===== config.mk =====
export PLATFORM = sky130hd
export DESIGN_NAME = icache_boot_loader
export DESIGN_NICKNAME = d
export VERILOG_FILES = /design/src/rtl/pa_boot_pkg.sv /design/src/rtl/boot_drain_counter.sv /design/src/rtl/icache_boot_loader.sv
export SDC_FILE = /design/constraint.sdc
export NUM_CORES = 1
export LEC_CHECK = 0
export CORE_ASPECT_RATIO = 0.9
export CORE_MARGIN = 2
export CORE_UTILIZATION = 52
export DETAILED_ROUTE_END_ITERATION = 6
export PLACE_DENSITY_LB_ADDON = 0.15
export SLEW_MARGIN = 40
export SYNTH_ARGS = -nofsm -noshare
export SYNTH_HDL_FRONTEND = slang
export SYNTH_HIERARCHICAL = 1
export SYNTH_SLANG_ARGS = --single-unit
export TNS_END_PERCENT = 5

===== constraint.sdc =====
create_clock -name clock_i -period 11.27 [get_ports clock_i]
set_input_delay 2.254 -clock clock_i [delete_from_list [all_inputs] [get_ports clock_i]]
set_output_delay 2.254 -clock clock_i [all_outputs]
set_load 0.005 [all_outputs]

===== src/rtl/pa_boot_pkg.sv =====
// Shared boot-loader definitions: FSM state encoding and the instruction-cache
// geometry that PA_Core is built with.
// No ports; imported by the loader and its drain counter.
package pa_boot_pkg;

  // Icache geometry, shared with PA_Core.
  localparam int PA_ADDR_WIDTH   = 16;
  localparam int PA_INST_WIDTH   = 60;

  // Wide enough for drain intervals of 1..15 cycles.
  localparam int DRAIN_CNT_WIDTH = 4;

  typedef enum logic [2:0] {
    IDLE    = 3'd0,
    DRAIN   = 3'd1,
    LOAD    = 3'd2,
    RELEASE = 3'd3,
    RUN     = 3'd4
  } boot_state_t;

  function automatic logic is_busy_state(input boot_state_t s);
    return (s == DRAIN) || (s == LOAD) || (s == RELEASE);
  endfunction

endpackage


===== src/rtl/boot_drain_counter.sv =====
// Purpose: loadable down-counter timing the pipeline drain after re-halting the core.
// Latency: term is registered state; it is high while the count reads 1.
// Backpressure: none; load wins over dec, and the count saturates at 0.
// Ports: clock/reset (sync, active-high); load/load_value preset the count;
//        dec decrements by one; term flags a count of exactly 1.
module boot_drain_counter
  import pa_boot_pkg::*;
#(
  parameter int WIDTH = DRAIN_CNT_WIDTH
) (
  input  logic             clock,
  input  logic             reset,
  input  logic             load,
  input  logic [WIDTH-1:0] load_value,
  input  logic             dec,
  output logic             term
);

  logic [WIDTH-1:0] count;

  always_ff @(posedge clock) begin
    if (reset) begin
      count <= '0;
    end else if (load) begin
      count <= load_value;
    end else if (dec && (count != '0)) begin
      count <= count - WIDTH'(1);
    end
  end

  // Terminal at 1 so the caller leaves its wait state on the same edge the
  // counter would reach 0.
  assign term = (count == WIDTH'(1));

endmodule


===== src/rtl/icache_boot_loader.sv =====
// Purpose: streams a block of instructions into the PA_Core icache fill port, holding the core halted meanwhile.
// Latency: a beat accepted at edge N is written during cycle N..N+1; from IDLE, halt_o falls L+2 edges after start.
// Backpressure: valid/ready on the instruction source; instReady_o is registered and only high in LOAD.
// Ports: clock_i/reset_i (sync, active-high); start_i/baseAddr_i/length_i load request;
//        instValid_i/instData_i/instReady_o source handshake; halt_o, icacheWriteEnable_o,
//        writeAddress_o, instruction_o drive the core; busy_o, done_o, error_o status.
module icache_boot_loader
  import pa_boot_pkg::*;
#(
  parameter int ADDR_WIDTH   = PA_ADDR_WIDTH,
  parameter int INST_WIDTH   = PA_INST_WIDTH,
  parameter int DRAIN_CYCLES = 4              // legal range 1..15
) (
  input  logic                  clock_i,
  input  logic                  reset_i,
  input  logic                  start_i,
  input  logic [ADDR_WIDTH-1:0] baseAddr_i,
  input  logic [ADDR_WIDTH-1:0] length_i,
  input  logic                  instValid_i,
  input  logic [INST_WIDTH-1:0] instData_i,
  output logic                  instReady_o,
  output logic                  halt_o,
  output logic                  icacheWriteEnable_o,
  output logic [ADDR_WIDTH-1:0] writeAddress_o,
  output logic [INST_WIDTH-1:0] instruction_o,
  output logic                  busy_o,
  output logic                  done_o,
  output logic                  error_o
);

  // One past the last icache address, as a 17-bit value.
  localparam logic [ADDR_WIDTH:0] ADDR_SPACE = {1'b1, {ADDR_WIDTH{1'b0}}};

  boot_state_t state_q, state_d;

  logic [ADDR_WIDTH-1:0] addr_q, addr_d;
  logic [ADDR_WIDTH-1:0] rem_q, rem_d;

  logic                  ready_d, halt_d, we_d, busy_d, done_d, error_d;
  logic [ADDR_WIDTH-1:0] waddr_d;
  logic [INST_WIDTH-1:0] inst_d;

  logic                  drain_load, drain_term;
  logic [ADDR_WIDTH:0]   req_end;
  logic                  req_ok;
  logic                  accept;

  // Rejecting any block that would run past the top of the icache means the
  // address counter can never wrap mid-load.
  assign req_end = {1'b0, baseAddr_i} + {1'b0, length_i};
  assign req_ok  = (length_i != '0) && (req_end <= ADDR_SPACE);

  // instReady_o is only ever high in LOAD, so no state qualifier is needed.
  assign accept  = instValid_i && instReady_o;

  boot_drain_counter #(
    .WIDTH(DRAIN_CNT_WIDTH)
  ) u_drain (
    .clock      (clock_i),
    .reset      (reset_i),
    .load       (drain_load),
    .load_value (DRAIN_CNT_WIDTH'(DRAIN_CYCLES)),
    .dec        (state_q == DRAIN),
    .term       (drain_term)
  );

  always_comb begin
    state_d    = state_q;
    addr_d     = addr_q;
    rem_d      = rem_q;
    we_d       = 1'b0;
    waddr_d    = writeAddress_o;
    inst_d     = instruction_o;
    done_d     = 1'b0;
    error_d    = 1'b0;
    drain_load = 1'b0;

    unique case (state_q)
      IDLE, RUN: begin
        if (start_i) begin
          if (req_ok) begin
            addr_d = baseAddr_i;
            rem_d  = length_i;
            if (state_q == RUN) begin
              // The running core needs time to flush in-flight fetches
              // before its icache is overwritten.
              state_d    = DRAIN;
              drain_load = 1'b1;
            end else begin
              state_d = LOAD;
            end
          end else begin
            error_d = 1'b1;
          end
        end
      end
      DRAIN: begin
        if (drain_term) state_d = LOAD;
      end
      LOAD: begin
        if (accept) begin
          we_d    = 1'b1;
          waddr_d = addr_q;
          inst_d  = instData_i;
          addr_d  = addr_q + ADDR_WIDTH'(1);
          rem_d   = rem_q - ADDR_WIDTH'(1);
          if (rem_q == ADDR_WIDTH'(1)) state_d = RELEASE;
        end
      end
      RELEASE: begin
        // The final write strobe is visible during this cycle.
        done_d  = 1'b1;
        state_d = RUN;
      end
      default: state_d = IDLE;
    endcase

    // Ready rises one cycle after LOAD is entered and falls on the edge that
    // takes the final beat.
    ready_d = (state_q == LOAD) && (state_d == LOAD);
    halt_d  = (state_d != RUN);
    busy_d  = is_busy_state(state_d);
  end

  always_ff @(posedge clock_i) begin
    if (reset_i) begin
      state_q             <= IDLE;
      addr_q              <= '0;
      rem_q               <= '0;
      instReady_o         <= 1'b0;
      halt_o              <= 1'b1;
      icacheWriteEnable_o <= 1'b0;
      writeAddress_o      <= '0;
      instruction_o       <= '0;
      busy_o              <= 1'b0;
      done_o              <= 1'b0;
      error_o             <= 1'b0;
    end else begin
      state_q             <= state_d;
      addr_q              <= addr_d;
      rem_q               <= rem_d;
      instReady_o         <= ready_d;
      halt_o              <= halt_d;
      icacheWriteEnable_o <= we_d;
      writeAddress_o      <= waddr_d;
      instruction_o       <= inst_d;
      busy_o              <= busy_d;
      done_o              <= done_d;
      error_o             <= error_d;
    end
  end

endmodule


Word-level counts from Yosys, hierarchy flattened:

Cells that the tools add are included.

* equality and inequality tests: 13
* order comparisons: 1
* multipliers: 0
* div/mod/pow operators: 0
* reductions and logical operators: 17
* muxes and demuxes: 24
* shift operators: 0
* bitwise logic cells: 3
* add/sub/neg operators: 4

Operators by type and width (number)
* 16-bit 2-to-1 mux: 6
* 16-bit case mux with 2 select lines: 2
* 3-bit 2-to-1 mux: 7
* 16-bit by 16-bit adder with 17-bit output: 1
* 17-bit <= comparator (second input constant): 1
* 16-bit by 1-bit adder with 16-bit output (second input constant): 1
* 16-bit by 1-bit equality test with 1-bit output (second input constant): 1
* 16-bit nonzero test: 1
* 16-bit by 1-bit subtractor with 16-bit output (second input constant): 1
* 3-bit by 2-bit equality test with 1-bit output (second input constant): 4
* 3-bit case mux with 4 select lines: 1
* 1-bit 2-to-1 mux: 7
* 3-bit by 1-bit equality test with 1-bit output (second input constant): 2
* 2-bit != test (second input constant): 3
* 2-bit OR reduction: 3
* 4-bit by 1-bit equality test with 1-bit output (second input constant): 1
* 1-bit logical AND: 4
* 4-bit AND reduction: 1
* 2-bit nonzero test: 2
* 4-bit nonzero test: 1
* 4-bit by 1-bit subtractor with 4-bit output (second input constant): 1
* 3-bit equality test (second input constant): 1
* 3-bit logical NOT: 1
* 3-bit != test (second input constant): 1
* other kinds (5): 8

* bits in writable memories: 0
* output and inout port bits: 82
* memory bits (read-only): 0
* latch bits: 0
* register bits: 121
* logic and storage cells: 75
* memories kept: 0

Logic depth before layout (Yosys ltp):

Gate-level depths: netlist of run 1.

* word-level depth: 9
* gate-level depth with buffers: 13
* mapped depth without buffers: 12

By module:

The synthesis of run 1 kept the hierarchy.

Modules (own cells, without submodules)
* icache_boot_loader: cells each 775, instances 1, seq. area each 2342.2 um^2, area each 6018.3 um^2
* boot_drain_counter: cells each 33, instances 1, seq. area each 80.1 um^2, area each 286.5 um^2

Least setup slack after synthesis of run 1:

OpenSTA, ideal clock, no wires.

* path kind: input port to flip-flop
* start point: input port baseAddr_i[0]
* end point: register u_drain.count[0]
* required time: 11.143 ns
* library setup time: 0.127 ns
* path slack: 5.999 ns
* arrival: 5.145 ns
* cell stages on the path: 12
* path buffers: 1
* cells stage by stage: ha_1 -> fa_1 -> a2111oi_0 -> o2111ai_1 -> a2111oi_0 -> and4_1 -> o2111ai_1 -> a21oi_1 -> clkbuf_1 -> nor3_1 -> and3_1 -> or3_1

* longest elaborated chain between the ends: 7

Ends and longest elaborated chain
* start, declared: line icache_boot_loader.sv:17 `input logic [ADDR_WIDTH-1:0] baseAddr_i,`
* 16-bit by 16-bit adder with 17-bit output: line icache_boot_loader.sv:50 `assign req_end = {1'b0, baseAddr_i} + {1'b0, length_i};`
* 17-bit <= comparator: line icache_boot_loader.sv:51 `assign req_ok = (length_i != '0) && (req_end <= ADDR_SPACE);`
* 1-bit logical AND: line icache_boot_loader.sv:51
* 1-bit 2-to-1 mux: line icache_boot_loader.sv:81 `if (req_ok) begin`
* 1-bit 2-to-1 mux: line icache_boot_loader.sv:80 `if (start_i) begin`
* 1-bit 2-to-1 mux: line icache_boot_loader.sv:78 `unique case (state_q)`
* named net drain_load: line icache_boot_loader.sv:43 `logic drain_load, drain_term;`
* 2-bit OR reduction (no source line)
* end signal, assigned: line boot_drain_counter.sv:25 `count <= load_value;`
* end signal, assigned: line boot_drain_counter.sv:27 `count <= count - WIDTH'(1);`
* end, declared: line boot_drain_counter.sv:19 `logic [WIDTH-1:0] count;`

The timed path passes the listed nets, and every way through them passes these cells.
A chain may end at the register's enable or synchronous reset.

Final worst setup path of run 1:

* start point: input port length_i[0]
* end point: register rem_q[9]

* longest elaborated chain between the ends: 5
* elaborated cells between the ends (all ways): 6
* those cells by class: add/sub (1); order compare (1); eq/ne (1); reduce/logical (3)

Ends and longest elaborated chain
* start, declared: line icache_boot_loader.sv:18 `input logic [ADDR_WIDTH-1:0] length_i,`
* 16-bit by 16-bit adder with 17-bit output: line icache_boot_loader.sv:50
* 17-bit <= comparator: line icache_boot_loader.sv:51
* 1-bit logical AND (*): line icache_boot_loader.sv:51
* 2-bit != test (no source line) (*)
* 4-bit AND reduction (no source line) (*)
* end signal, assigned: line icache_boot_loader.sv:141 `rem_q <= rem_d;`
* end, declared: line icache_boot_loader.sv:37 `logic [ADDR_WIDTH-1:0] rem_q, rem_d;`

Every way passes the cells marked *; elsewhere a longest branch is shown, timed or not.

==> results of run 1 <==
sequential cells by signal (all words and copies together), names as in the netlist:
signal and cells:
instReady_o 1, busy_o 1, icacheWriteEnable_o 1, addr_q 16
rem_q 16, halt_o 1, done_o 1, instruction_o 60
error_o 1, writeAddress_o 16, state_q 3, u_drain/count 4
synthesized netlist by cell type (all sizes together), types with 2 or more instances:
library cell	count
nand2	178
dfxtp	121
a21oi	110
o21ai	39
clkbuf	38
nor2b	31
nor2	27
nor3	26
o2bb2ai	24
ha	21
nor4	16
o22ai	16
buf	14
nand3	14
inv	13
a22oi	10
and3	9
nor3b	8
nand2b	7
xnor2	6
a2111oi	5
a211oi	5
a21o	5
and2	5
or3	5
a31oi	4
nand4	4
o32ai	4
and4	3
o2111ai	3
o211ai	3
o21a	3
or2	3
or4b	3
a311o	2
a311oi	2
conb	2
mux2i	2
o211a	2
o21ba	2
o21bai	2
o41ai	2
area by class of cell:
class,count,share of cell area
tap,160,0.0231
multi-input combinational,624,0.417
timing repair buffer,184,0.211
clock inverter,9,0.0116
inverter,13,0.00563
sequential,121,0.280
clock buffer,22,0.0524
metrics by stage:
| step | instance area [um2] | hold WS [ps] | worst slack, ps | util | power (mW) |
|---|---|---|---|---|---|
| 2_1_floorplan | 6310 | 440 | 6000 | - | 0.597 |
| 3_3_place_gp | 8090 | 441 | 4970 | 0.678 | 0.667 |
| 3_5_place_dp | 8100 | 447 | 4850 | 0.678 | 0.672 |
| 4_1_cts | 8650 | 454 | 5290 | 0.725 | 1.19 |
| 5_1_grt | 8660 | 469 | 5210 | 0.726 | 1.23 |
| 6_report | 8660 | 451 | 5440 | 0.726 | 1.19 |
power groups by stage:
stage	Sequential, mW	Combinational, mW	Clock [mW]
2_1_floorplan	0.462	0.135	0
3_3_place_gp	0.466	0.202	0
3_5_place_dp	0.466	0.206	0
4_1_cts	0.458	0.209	0.522
5_1_grt	0.460	0.231	0.540
6_report	0.458	0.213	0.517
critical path, cell delays in order:
cell and delay (ps):
clkdlybuf4s50_1 560, ha_1 240, fa_1 250, a21oi_1 120, o221a_4 250, o211a_1 270
o311a_1 390, o21ai_4 240, nand2_2 390, o21bai_2 700, buf_4 350, o32ai_1 100
cells in the final DEF (no fill, tap or decap), types with 5 or more instances in the layout:
master           netlist  layout
clkdlybuf4s50_1        0     176
o22ai_1               16      16
a21o_1                 5       5
o21ai_0               32      32
inv_1                 13      13
nand2_1              177     177
clkinv_2               0       5
and2_1                 5       5
clkbuf_16              0      17
nand2b_1               7       6
or3_1                  5       5
o21ai_1                6       6
nand3_1               14      13
nor2_1                27      27
o2bb2ai_1             24      24
a22oi_1               10      10
buf_4                  3       7
nor3b_1                7       6
nor3_1                25      25
xnor2_1                6       6
a21oi_1              109     108
ha_1                  21      21
and3_1                 9       8
dfxtp_1              121     121
nor2b_1               31      31
nor4_1                16      15
per-layer routing:
| layer | wire (um) | vias to the layer above | track usage | share of wire |
|---|---|---|---|---|
| met5 | 0 | - | 0 | 0 |
| met4 | 571 | 0 | 0.118 | 0.030 |
| met3 | 1520 | 45 | 0.0791 | 0.079 |
| met2 | 9400 | 302 | 0.496 | 0.49 |
| met1 | 7670 | 3104 | 0.339 | 0.40 |
| li1 | - | 3190 | - | - |
kinds of logic after synthesis:
group,after synthesis,synth area share
multiplexers,2,0.00318
flip-flops,121,0.384
XOR/XNOR,6,0.00833
adder cells (fa/ha/maj),22,0.0448
buffers and inverters,65,0.0478
AO/OA/AOI/OAI,247,0.251
AND/OR/NAND/NOR,343,0.259
other,2,0.00119
how the worst min path moves through the flow:
stage	end	slack, ps	cells after the start
finish	instruction_o[12]$_SDFFE_PP0P_	450	2
global route	instruction_o[24]$_SDFFE_PP0P_	470	2
CTS	instruction_o[15]$_SDFFE_PP0P_	450	2
detailed placement	instruction_o[15]$_SDFFE_PP0P_	450	2
global placement	instruction_o[27]$_SDFFE_PP0P_	440	2
floorplan	writeAddress_o[15]$_SDFFE_PP0P_	440	2
==> qor_table.md, run 1 <==
| Quantity | Reported | Unit |
| --- | --- | --- |
| Power share of the sequential group | 0.386 | - |
| Total grt overflow | 0 | - |
| Final worst clock skew | 6.23 | ps |
| Buffers inserted by post-CTS timing repair | 0 | - |
| Synthesized area | 6300 | um2 |
| Hold WC Path Type | register to register | - |
| Number of design rule violations left after detail routing | 0 | - |
| Number of warnings printed during yosys synthesis | 6 | - |
| Clk_lat worst skew | 420 | ps |
| Endpoint required time on the critical path | 11560 | ps |
| Number of clock sinks seen by CTS | 121 | - |
| Fraction of final layout cells with drive strength greater than 1 | 0.0586 | - |
| Number of buffers inserted for hold repair after clock tree synthesis | 0 | - |
| Antenna Nets Post-Route | 0 | - |
| Min Clock Period, post-route | 5830 | ps |
| Clock network power share | 0.435 | - |
| Number of placement rows | 38 | - |
| Reported max-cap violation count | 0 | - |
| DP Wirelength | 13.2 | mm |
| CTS clock-pin slew for the worst setup and hold paths | 50 | ps |
| Global-route wire length before repair | 29.8 | mm |
| Achievable clock frequency | 171 | MHz |
| CP startpoint kind | input port | - |
| Number of violations reported at the end of detailed-routing iteration 0 | 661 | - |
| PwrDens | 137 | nW/um2 |
| H-tree depth | 4 | - |
| Leading area contributor after synthesis | dfxtp_1 | - |
| Register-to-Register Setup Slack | 8650 | ps |
| CP Launch Point | length_i[0] | - |
| Post-Route WL | 19.2 | mm |
| Number of global-route vias before repair | 6206 | - |
| Overall via count from detail_route | 6641 | - |
| Root buffer cell | clkbuf_16 | - |
| Initial cell density of the core | 0.528 | - |
| Slew at the pin closest to its max-slew limit | 716 | ps |
| Leakage power | 3.01 | nW |
| Gate power share | 0.179 | - |
| Unrepaired setup endpoints after global routing | no | - |
| Post-layout instance count excluding filler cells | 1133 | - |
| CTS Buf Count | 17 | - |
| Die extent in x | 120 | um |
| Placed instance count | 1102 | - |
| Area share of the largest cell type after synthesis | 0.384 | - |
| Launching point of the worst reg2reg path | state_q[0]$_SDFF_PP0_ | - |
| Total routing usage reported by global routing | 0.287 | - |
| Share of flip-flops with an asynchronous set or reset | 0 | - |
| Main area contributors after synthesis | dfxtp_1 38%, nand2_1 11%, a21oi_1 8.7%, ha_1 4.2%, o2bb2ai_1 3.3% | - |
| Net Sw Frac | 0.272 | - |
| Area used by multi-input combinational logic | 3610 | um2 |
| Post-Route Setup TNS | 0 | ps |
| Drt wl/cell | 16.9 | um |
| Via density per instance | 5.86 | - |
| Largest net degree at the start of global routing | 85 | - |
| Worst flop-to-flop path endpoint | rem_q[9]$_SDFFE_PP0P_ | - |
| Count of nets after finishing | 1079 | - |
| Quantity of gates resized following cts | 0 | - |
| Port Buffer Count | 177 | - |
| Setup violations, final | 0 | - |
| Number of slew-limit violations in the final report | 0 | - |
| Antenna cell count | 0 | - |
| Number of flip-flops and latches in the synthesized netlist | 121 | - |
| Outcome | finished, final reports clean | - |
| IO Pins | 178 | - |
| DIE AREA | 13000 | um2 |
| Router iterations before antenna repair | 5 | - |
| Fillcell total | 927 | - |
| Final estimated routing congestion in global placement | 0.930 | - |
| FF/Latch Area | 2420 | um2 |
| Switching Power | 323 | uW |
| Count of endpoints failing hold in the final timing report | 0 | - |
| Worst R2R Path Depth | 7 | - |
| Hold_sp | instruction_o[12]$_SDFFE_PP0P_ | - |
| Growth of design area from synthesis to finish | 37.4 | % |
| Highest net fanout along the worst path | 29 | - |
| Core footprint | 11900 | um2 |
| CTS tree | done | - |
| Category of the worst setup path capture point | register | - |
| Largest voltage drop on the vdd net | 0.120 | mV |
| Timing endpoint of the critical path | rem_q[9]$_SDFFE_PP0P_ | - |
| Number of distinct library cell variants in the gate-level netlist after synthesis | 65 | - |
| Die Y | 108 | um |
| EDFF count, synth | 0 | - |
| Clock tree buffer depth | 2 | - |
| Share of the clock period used by the worst path | 0.517 | - |
| Arrival time of the worst setup path | 6120 | ps |
| Antenna violations before repair | 0 | - |
| Number of instances in the synthesized netlist | 808 | - |
| Most used flip-flop cell after synthesis | dfxtp_1 | - |
| Setup CP Type | input port to register | - |
| Fraction of the yosys area taken by sequential cells | 0.384 | - |
| Cell-internal power | 866 | uW |
| Slew HR | 0.523 | - |
| Syn_area_per_cell | 7.80 | um2 |
Note: power is estimated with default switching activity, not from simulation.
==> run 2, diff against run 1 <==
--- a/config.mk
+++ b/config.mk
@@ -7,7 +7,7 @@
 export LEC_CHECK = 0
 export CORE_ASPECT_RATIO = 0.9
 export CORE_MARGIN = 2
-export CORE_UTILIZATION = 52
+export CORE_UTILIZATION = 44
 export DETAILED_ROUTE_END_ITERATION = 6
 export PLACE_DENSITY_LB_ADDON = 0.15
 export SLEW_MARGIN = 40
==> constraint.sdc (replaced) <==
create_clock -name clock_i -period 4.7 [get_ports clock_i]
set_input_delay 0.94 -clock clock_i [delete_from_list [all_inputs] [get_ports clock_i]]
set_output_delay 0.94 -clock clock_i [all_outputs]
set_load 0.005 [all_outputs]
==> run 2 against run 1 <==
Effect of this change:
- sequential cell count stayed put
- die area up 18%
- core utilization fell by 9.5 points
- global-route usage down 3.7 points
- worst setup slack got worse by 4800 ps
- hold slack lost 0.55 ps
- clock power grew to 2.5 times the previous value
- largest power group unchanged
- critical path depth rose by 1
- clock-buffer cell count unchanged
- power rose by 150%
- register-to-register slack got worse by 6400 ps
- clock skew is 0.70 ps lower
==> qor_table.md, run 2 (synthesis gave the netlist of run 1 again) <==
| Quantity | Reported | Unit | Change |
| --- | --- | --- | --- |
| Outcome | finished, final reports clean | - |  |
| Number of design rule violations left after detail routing | 0 | - | unchanged |
| Antenna cell count | 0 | - | unchanged |
| Overall power | 2.93 | mW | +150% |
| Setup violations, final | 0 | - | unchanged |
| Drt wl/cell | 16.2 | um | -4.0% |
| Leakage power | 3.07 | nW | +2.0% |
| DP Wirelength | 13.3 | mm | +0.16% |
| Slew at the pin closest to its max-slew limit | 767 | ps | +50.8 ps |
| Reported max-cap violation count | 0 | - | unchanged |
| Core footprint | 14000 | um2 | +17% |
| Largest voltage drop on the vdd net | 0.257 | mV | +120% |
| Clock network power share | 0.449 | - | +0.014 |
| Antenna violations before repair | 0 | - | unchanged |
| Number of placement rows | 41 | - | +7.9% |
| Total grt overflow | 0 | - | unchanged |
| Overall via count from detail_route | 6387 | - | -3.8% |
| Fraction of final layout cells with drive strength greater than 1 | 0.0702 | - | +0.0116 |
| Final estimated routing congestion in global placement | 0.914 | - | -1.8% |
| Via density per instance | 5.43 | - | -7.3% |
| Number of clock sinks seen by CTS | 121 | - | unchanged |
| Number of slew-limit violations in the final report | 0 | - | unchanged |
| Final std cell area, no fill | 8830 | um2 | +1.9% |
| Gate power share | 0.176 | - | -0.003 |
| Min Clock Period, post-route | 4090 | ps |  |
| Final worst clock skew | 5.53 | ps | -0.697 ps |
| Category of the worst setup path capture point | register | - |  |
| Count of endpoints failing hold in the final timing report | 0 | - | unchanged |
| Die extent in x | 130 | um | +8.4% |
| IO Pins | 178 | - | unchanged |
| Number of flip-flops in the largest register | 60 | - | unchanged |
| Router iterations before antenna repair | 5 | - | unchanged |
| Post-Route WL | 19.1 | mm | -0.40% |
| Clock tree buffer depth | 2 | - | unchanged |
| CTS clock-pin slew for the worst setup and hold paths | 50 | ps | about the same |
| Slew HR | 0.489 | - | -0.0339 |
| Global-route wire length before repair | 30.5 | mm | +2.5% |
| Achievable clock frequency | 245 | MHz |  |
| CP startpoint kind | input port | - |  |
| Post-Route Setup TNS | 0 | ps | unchanged |
| Arrival time of the worst setup path | 4390 | ps | -1730 ps |
| Count of nets after finishing | 1088 | - | +0.83% |
| Commonest cells after routing, fill and taps aside | 177 x nand2_1, 176 x clkdlybuf4s50_1, 121 x dfxtp_1, 109 x a21oi_1, 32 x o21ai_0 | - |  |
| Largest net degree at the start of global routing | 73 | - | -14% |
| Port Buffer Count | 177 | - | unchanged |
| Setup CP Type | input port to register | - |  |
| Unrepaired setup endpoints after global routing | no | - |  |
| Pre-CTS WS | 178 | ps | -4670 ps |
| Largest stage delay on the critical path | 520 | ps | -180 ps |
| Most common cell after layout, fill and taps aside | nand2_1 | - |  |
| Buffers inserted by post-CTS timing repair | 0 | - | unchanged |
| Quantity of gates resized following cts | 0 | - | unchanged |
| Switching Power | 795 | uW | +150% |
| Post-route worst setup slack | 610 | ps | -4830 ps |
| Antenna Nets Post-Route | 0 | - | unchanged |
| Critical-path cell list | clkdlybuf4s50_1, ha_1, fa_1, a2111oi_0, o2111ai_1, a2111oi_0, and4_1, o2111ai_1, a21oi_1, buf_4, nor3_1, and3_1, or3_1 | - |  |
| Share of the clock period used by the worst path | 0.870 | - |  |
| Net Sw Frac | 0.272 | - | about the same |
| Cell-internal power | 2.13 | mW | +150% |
| Number of global-route vias before repair | 6034 | - | -2.8% |
| CTS Buf Count | 17 | - | unchanged |
| Library cell contributing the largest single delay on the critical path | clkdlybuf4s50_1 | - |  |
| Hold WC Path Type | register to register | - |  |
| Die Y | 118 | um | +8.4% |
| Endpoint required time on the critical path | 5000 | ps | -6560 ps |
| H-tree depth | 4 | - | unchanged |
| Root buffer cell | clkbuf_16 | - |  |
| CTS tree | done | - |  |
| Growth of design area from synthesis to finish | 40.1 | % |  |
| Post-detailed-placement cell area | 8230 | um2 | +1.7% |
| Total routing usage reported by global routing | 0.250 | - | -0.0374 |
| PwrDens | 331 | nW/um2 | +140% |
| Highest net fanout along the worst path | 8 | - | -72% |
| DIE AREA | 15300 | um2 | +18% |
| Initial cell density of the core | 0.450 | - | -0.0781 |
| Final hold slack | 451 | ps | -0.545 ps |
| Number of violations reported at the end of detailed-routing iteration 0 | 708 | - | +7.1% |
| Number of buffers inserted for hold repair after clock tree synthesis | 0 | - | unchanged |
| Power share of the sequential group | 0.376 | - | -0.010 |
| Register with the most flip-flops | instruction_o | - |  |
| Clk_lat worst skew | 420 | ps | about the same |
## run 2: worst max-delay path: cells and delay by family
| kind | cells | cell delay [ps] |
|---|---|---|
| fa+ha+maj | 2 | 650 |
| buf+inv | 2 | 700 |
| compound gates | 5 | 1250 |
| simple gates | 4 | 840 |
## run 2: worst paths after layout
check / to / slack (ps) / from / depth (start not counted)
setup / recovery: u_drain/count[0]$_SDFFE_PP0P_ / 610 / length_i[0] / 13
setup reg to reg: rem_q[10]$_SDFFE_PP0P_ / 2260 / state_q[2]$_SDFF_PP0_ / 8
hold / removal: instruction_o[21]$_SDFFE_PP0P_ / 450 / instruction_o[21]$_SDFFE_PP0P_ / 2
hold reg to reg: instruction_o[21]$_SDFFE_PP0P_ / 450 / instruction_o[21]$_SDFFE_PP0P_ / 2
## run 2: stage by stage
step | util | std cells
5_1_grt | 0.631 | 1176
3_5_place_dp | 0.588 | 1144
6_report | 0.631 | 1176
3_3_place_gp | 0.587 | 1144
2_1_floorplan | - | 810
4_1_cts | 0.631 | 1176
## run 2: routing by layer
layer  track usage  up-vias  wire, um
met5             0        -         0
met4        0.0585        0       274
met3        0.0773       31      1620
met2         0.402      240      8900
met1         0.327     2907      8290
li1              -     3209         -
## run 2: layout make-up
type                       count  area [um2]
inverter                      13        48.8
sequential                   121        2420
tap                          193         241
clock inverter                10         118
fill                        1245        5170
clock buffer                  22         484
multi-input combinational    624        3620
timing repair buffer         193        1900
## run 2: power groups by stage
stage | Combinational, mW | Sequential (mW) | Clock (mW)
final | 0.514 | 1.10 | 1.31
after global routing | 0.563 | 1.10 | 1.37
after CTS | 0.507 | 1.10 | 1.33
after detailed placement | 0.502 | 1.12 | 0
after global placement | 0.506 | 1.12 | 0
after floorplan | 0.323 | 1.11 | 0
==> run 3, diff against run 2 <==
--- a/config.mk
+++ b/config.mk
@@ -7,12 +7,11 @@
 export LEC_CHECK = 0
 export CORE_ASPECT_RATIO = 0.9
 export CORE_MARGIN = 2
-export CORE_UTILIZATION = 44
+export CORE_UTILIZATION = 43
 export DETAILED_ROUTE_END_ITERATION = 6
 export PLACE_DENSITY_LB_ADDON = 0.15
 export SLEW_MARGIN = 40
 export SYNTH_ARGS = -nofsm -noshare
 export SYNTH_HDL_FRONTEND = slang
-export SYNTH_HIERARCHICAL = 1
 export SYNTH_SLANG_ARGS = --single-unit
 export TNS_END_PERCENT = 5
==> run 3 against run 2 <==
Effect of this change:
- sequential power hardly changed
- highest routed layer unchanged
- die area is 2.3% lower
- power shrank 0.34%
- clock skew increased by 2.6 ps
- combinational power fell by 10%
- largest cell class unchanged
==> qor_table.md, run 3 <==
| Quantity | Reported | Unit | Change |
| --- | --- | --- | --- |
| Critical-path cell list | clkdlybuf4s50_1, ha_1, fa_1, a211oi_1, buf_4, nor4_1, a2111o_1, or4_4, nor4_4, o31ai_4, buf_12, buf_4, o21ai_0, a21oi_1 | - |  |
| Post-synthesis xor/xnor area fraction | 0.0116 | - | +0.00331 |
| Pre-CTS WS | 165 | ps | -12.2 ps |
| Slew HR | 0.466 | - | -0.0230 |
| Antenna violations before repair | 0 | - | unchanged |
| Antenna Nets Post-Route | 0 | - | unchanged |
| Number of violations reported at the end of detailed-routing iteration 0 | 453 | - | -36% |
| Final estimated routing congestion in global placement | 0.902 | - | -1.2% |
| CTS tree | done | - |  |
| Global-route wire length before repair | 27.2 | mm | -11% |
| Post-Route WL | 17.0 | mm | -11% |
| Commonest cells after routing, fill and taps aside | 188 x nand2_1, 176 x clkdlybuf4s50_1, 143 x a21oi_1, 121 x dfxtp_1, 44 x nor2_1 | - |  |
| Most common cell after layout, fill and taps aside | nand2_1 | - |  |
| Timing endpoint of the critical path | addr_q[4]$_SDFFE_PP0P_ | - |  |
| Arrival time of the worst setup path | 4420 | ps | +30 ps |
| Total grt overflow | 0 | - | unchanged |
| EDFF count, synth | 0 | - | unchanged |
| Antenna cell count | 0 | - | unchanged |
| Overall via count from detail_route | 6090 | - | -4.7% |
| Core footprint | 13500 | um2 | -3.5% |
| Setup CP Type | input port to register | - |  |
| Share of flip-flops with an asynchronous set or reset | 0 | - | unchanged |
| Fraction of the yosys area taken by sequential cells | 0.403 | - | +0.0185 |
| Unrepaired setup endpoints after global routing | no | - |  |
| Total stage count of the critical path | 14 | - | +1 |
| Growth of design area from synthesis to finish | 42.0 | % |  |
| Outcome | finished, final reports clean | - |  |
| Top post-synthesis cells by count | 188 x nand2_1, 143 x a21oi_1, 121 x dfxtp_1 | - |  |
| Synthesized area | 6020 | um2 | -4.6% |
| Syn_area_per_cell | 7.60 | um2 | -2.7% |
| Via density per instance | 5.39 | - | -0.68% |
| Number of clock sinks seen by CTS | 121 | - | unchanged |
| Register with the most flip-flops | instruction_o | - |  |
| Die Y | 116 | um | -1.1% |
| Post-synthesis net count | 910 | - |  |
| CTS clock-pin slew for the worst setup and hold paths | 50 | ps | about the same |
| Count of nets after finishing | 1067 | - | -1.9% |
| Clk_lat worst skew | 410 | ps | about the same |
| Clock tree buffer depth | 2 | - | unchanged |
| CP startpoint kind | input port | - |  |
| DIE AREA | 15000 | um2 | -2.3% |
| Most used flip-flop cell after synthesis | dfxtp_1 | - |  |
| Highest net fanout along the worst path | 29 | - | +21 |
| Hold WC Path Type | register to register | - |  |
| Slew at the pin closest to its max-slew limit | 802 | ps | +34.6 ps |
| Number of instances in the synthesized netlist | 792 | - | -2.0% |
| Post-synthesis mux area share | 0.00499 | - | +0.00182 |
| IO Pins | 178 | - | unchanged |
| Largest stage delay on the critical path | 490 | ps | -30 ps |
| Area share of the largest cell type after synthesis | 0.403 | - | +0.0185 |
| Drt wl/cell | 15.1 | um | -7.2% |
| Min Clock Period, post-route | 4160 | ps | +73.5 ps |
| Number of flip-flops and latches in the synthesized netlist | 121 | - | unchanged |
| Worst flop-to-flop path endpoint | addr_q[14]$_SDFFE_PP0P_ | - |  |
| Fraction of final layout cells with drive strength greater than 1 | 0.0593 | - | -0.0109 |
| Total routing usage reported by global routing | 0.226 | - | -0.0240 |
| Setup violations, final | 0 | - | unchanged |
| Endpoint required time on the critical path | 4950 | ps | -50 ps |
| Post-Route Setup TNS | 0 | ps | unchanged |
| Number of placement rows | 40 | - | -2.4% |
| Category of the worst setup path capture point | register | - |  |
| FF/Latch Area | 2420 | um2 | unchanged |
| Worst R2R Path Depth | 10 | - | +2 |
| CP Launch Point | baseAddr_i[0] | - |  |
| Die extent in x | 129 | um | -1.2% |
| Number of distinct library cell variants in the gate-level netlist after synthesis | 60 | - | -7.7% |
| Post-route worst setup slack | 537 | ps | -73.5 ps |
| Fillcell total | 1258 | - | +1.0% |
| Port Buffer Count | 177 | - | unchanged |
| Area used by multi-input combinational logic | 3370 | um2 | -6.9% |
| Largest voltage drop on the vdd net | 0.238 | mV | -7.5% |
| Number of flip-flops in the largest register | 60 | - | unchanged |
| Buffers inserted by post-CTS timing repair | 0 | - | unchanged |
| Largest family of logic cells by synthesized area | simple AND/OR/NAND/NOR gates | - |  |
| CTS Buf Count | 17 | - | unchanged |
| Number of design rule violations left after detail routing | 0 | - | unchanged |
| Achievable clock frequency | 240 | MHz | -1.8% |
| H-tree depth | 4 | - | unchanged |
| Largest delay contributor family on the critical path | compound AO/OA/AOI/OAI gates | - |  |
| Main area contributors after synthesis | dfxtp_1 40%, a21oi_1 12%, nand2_1 12%, ha_1 4.4%, clkbuf_1 2.7% | - |  |
| PwrDens | 342 | nW/um2 | +3.1% |
| Leading area contributor after synthesis | dfxtp_1 | - |  |
| Most instantiated library cell after synthesis | nand2_1 | - |  |
| Number of global-route vias before repair | 5402 | - | -10% |
| Final worst clock skew | 8.09 | ps | +2.56 ps |
| Register-to-Register Setup Slack | 2180 | ps | -80 ps |
| Share of the clock period used by the worst path | 0.886 | - | +0.0156 |
| Leakage power | 2.98 | nW | -3.1% |
| Quantity of gates resized following cts | 0 | - | unchanged |
| Number of buffers inserted for hold repair after clock tree synthesis | 0 | - | unchanged |
| Router iterations before antenna repair | 7 | - | +2 |
| Most used cell, CP | buf_4 | - |  |
| Arithmetic-cell share of the synthesized area counting full adders, half adders and majority gates | 0.0470 | - | +0.00215 |
| DP Wirelength | 11.7 | mm | -12% |
| Post-synthesis simple-gate area fraction | 0.264 | - | +0.00435 |
| Launching point of the worst reg2reg path | addr_q[0]$_SDFFE_PP0P_ | - |  |
| CP bufs+invs | 4 | - | +2 |
| Count of endpoints failing hold in the final timing report | 0 | - | unchanged |
| Largest net degree at the start of global routing | 107 | - | +47% |
| Compound-cell area share of the yosys netlist | 0.231 | - | -0.0198 |
| Initial cell density of the core | 0.445 | - | -0.00501 |
| Root buffer cell | clkbuf_16 | - |  |
| Number of warnings printed during yosys synthesis | 0 | - | -6 |
| Number of slew-limit violations in the final report | 0 | - | unchanged |
| Reported max-cap violation count | 0 | - | unchanged |
| Library cell contributing the largest single delay on the critical path | or4_4 | - |  |
-- run 3: worst reg2reg max path, delay by kind of cell (launching register included) --
kind | cells | cell delay (ps)
fa+ha+maj | 1 | 220
compound gates | 2 | 290
flops | 1 | 400
simple gates | 7 | 1520
-- run 3: power breakdown --
group,total (mW),switching (mW),internal [mW]
clock,1.37,0.443,0.926
sequential,1.09,0.0294,1.06
combinational,0.462,0.249,0.213
total,2.92,0.721,2.20
-- run 3: routing by layer --
layer	global-route usage	routed length, um	up-vias
li1	-	-	3107
met1	0.308	7850	2767
met2	0.355	7730	192
met3	0.0476	1030	24
met4	0.0848	387	0
met5	0	0	-
-- run 3: cell type report --
type / count / area share
well taps: 168 / 0.0246
repair buffers: 189 / 0.221
inverters: 8 / 0.00352
multi-input cells: 612 / 0.394
clock inverters: 7 / 0.0164
clock buffers: 24 / 0.0564
flip-flops and latches: 121 / 0.284
-- run 3: cell families (layout without fill, tap and decap cells) --
family                     after synthesis  after routing
and+or+nand+nor                        345            345
AOI/OAI and AO/OA                      234            234
DFF                                    121            121
buffers and inverters                   59            228
adders and majority gates               22             22
xor gates and xnor gates                 8              8
muxes                                    3              3
-- run 3: how the worst min path moves through the flow --
stage / start / endpoint / depth (start not counted)
after floorplan: rem_q[1]$_SDFFE_PP0P_ / rem_q[1]$_SDFFE_PP0P_ / 2
after global placement: instruction_o[46]$_SDFFE_PP0P_ / instruction_o[46]$_SDFFE_PP0P_ / 2
after detailed placement: instruction_o[53]$_SDFFE_PP0P_ / instruction_o[53]$_SDFFE_PP0P_ / 2
after CTS: writeAddress_o[10]$_SDFFE_PP0P_ / writeAddress_o[10]$_SDFFE_PP0P_ / 2
after global routing: instruction_o[42]$_SDFFE_PP0P_ / instruction_o[42]$_SDFFE_PP0P_ / 2
final: instruction_o[21]$_SDFFE_PP0P_ / instruction_o[21]$_SDFFE_PP0P_ / 2
-- run 3: metrics by stage --
| stage | hold slack, ps | area (um2) | util | total power [mW] | std cells |
|---|---|---|---|---|---|
| floorplan | 441 | 6020 | - | 1.38 | 792 |
| global placement | 442 | 7910 | 0.586 | 1.56 | 1098 |
| detailed placement | 446 | 7920 | 0.586 | 1.56 | 1098 |
| CTS | 453 | 8540 | 0.632 | 2.93 | 1129 |
| global route | 466 | 8540 | 0.632 | 3.04 | 1129 |
| finish | 450 | 8540 | 0.632 | 2.92 | 1129 |
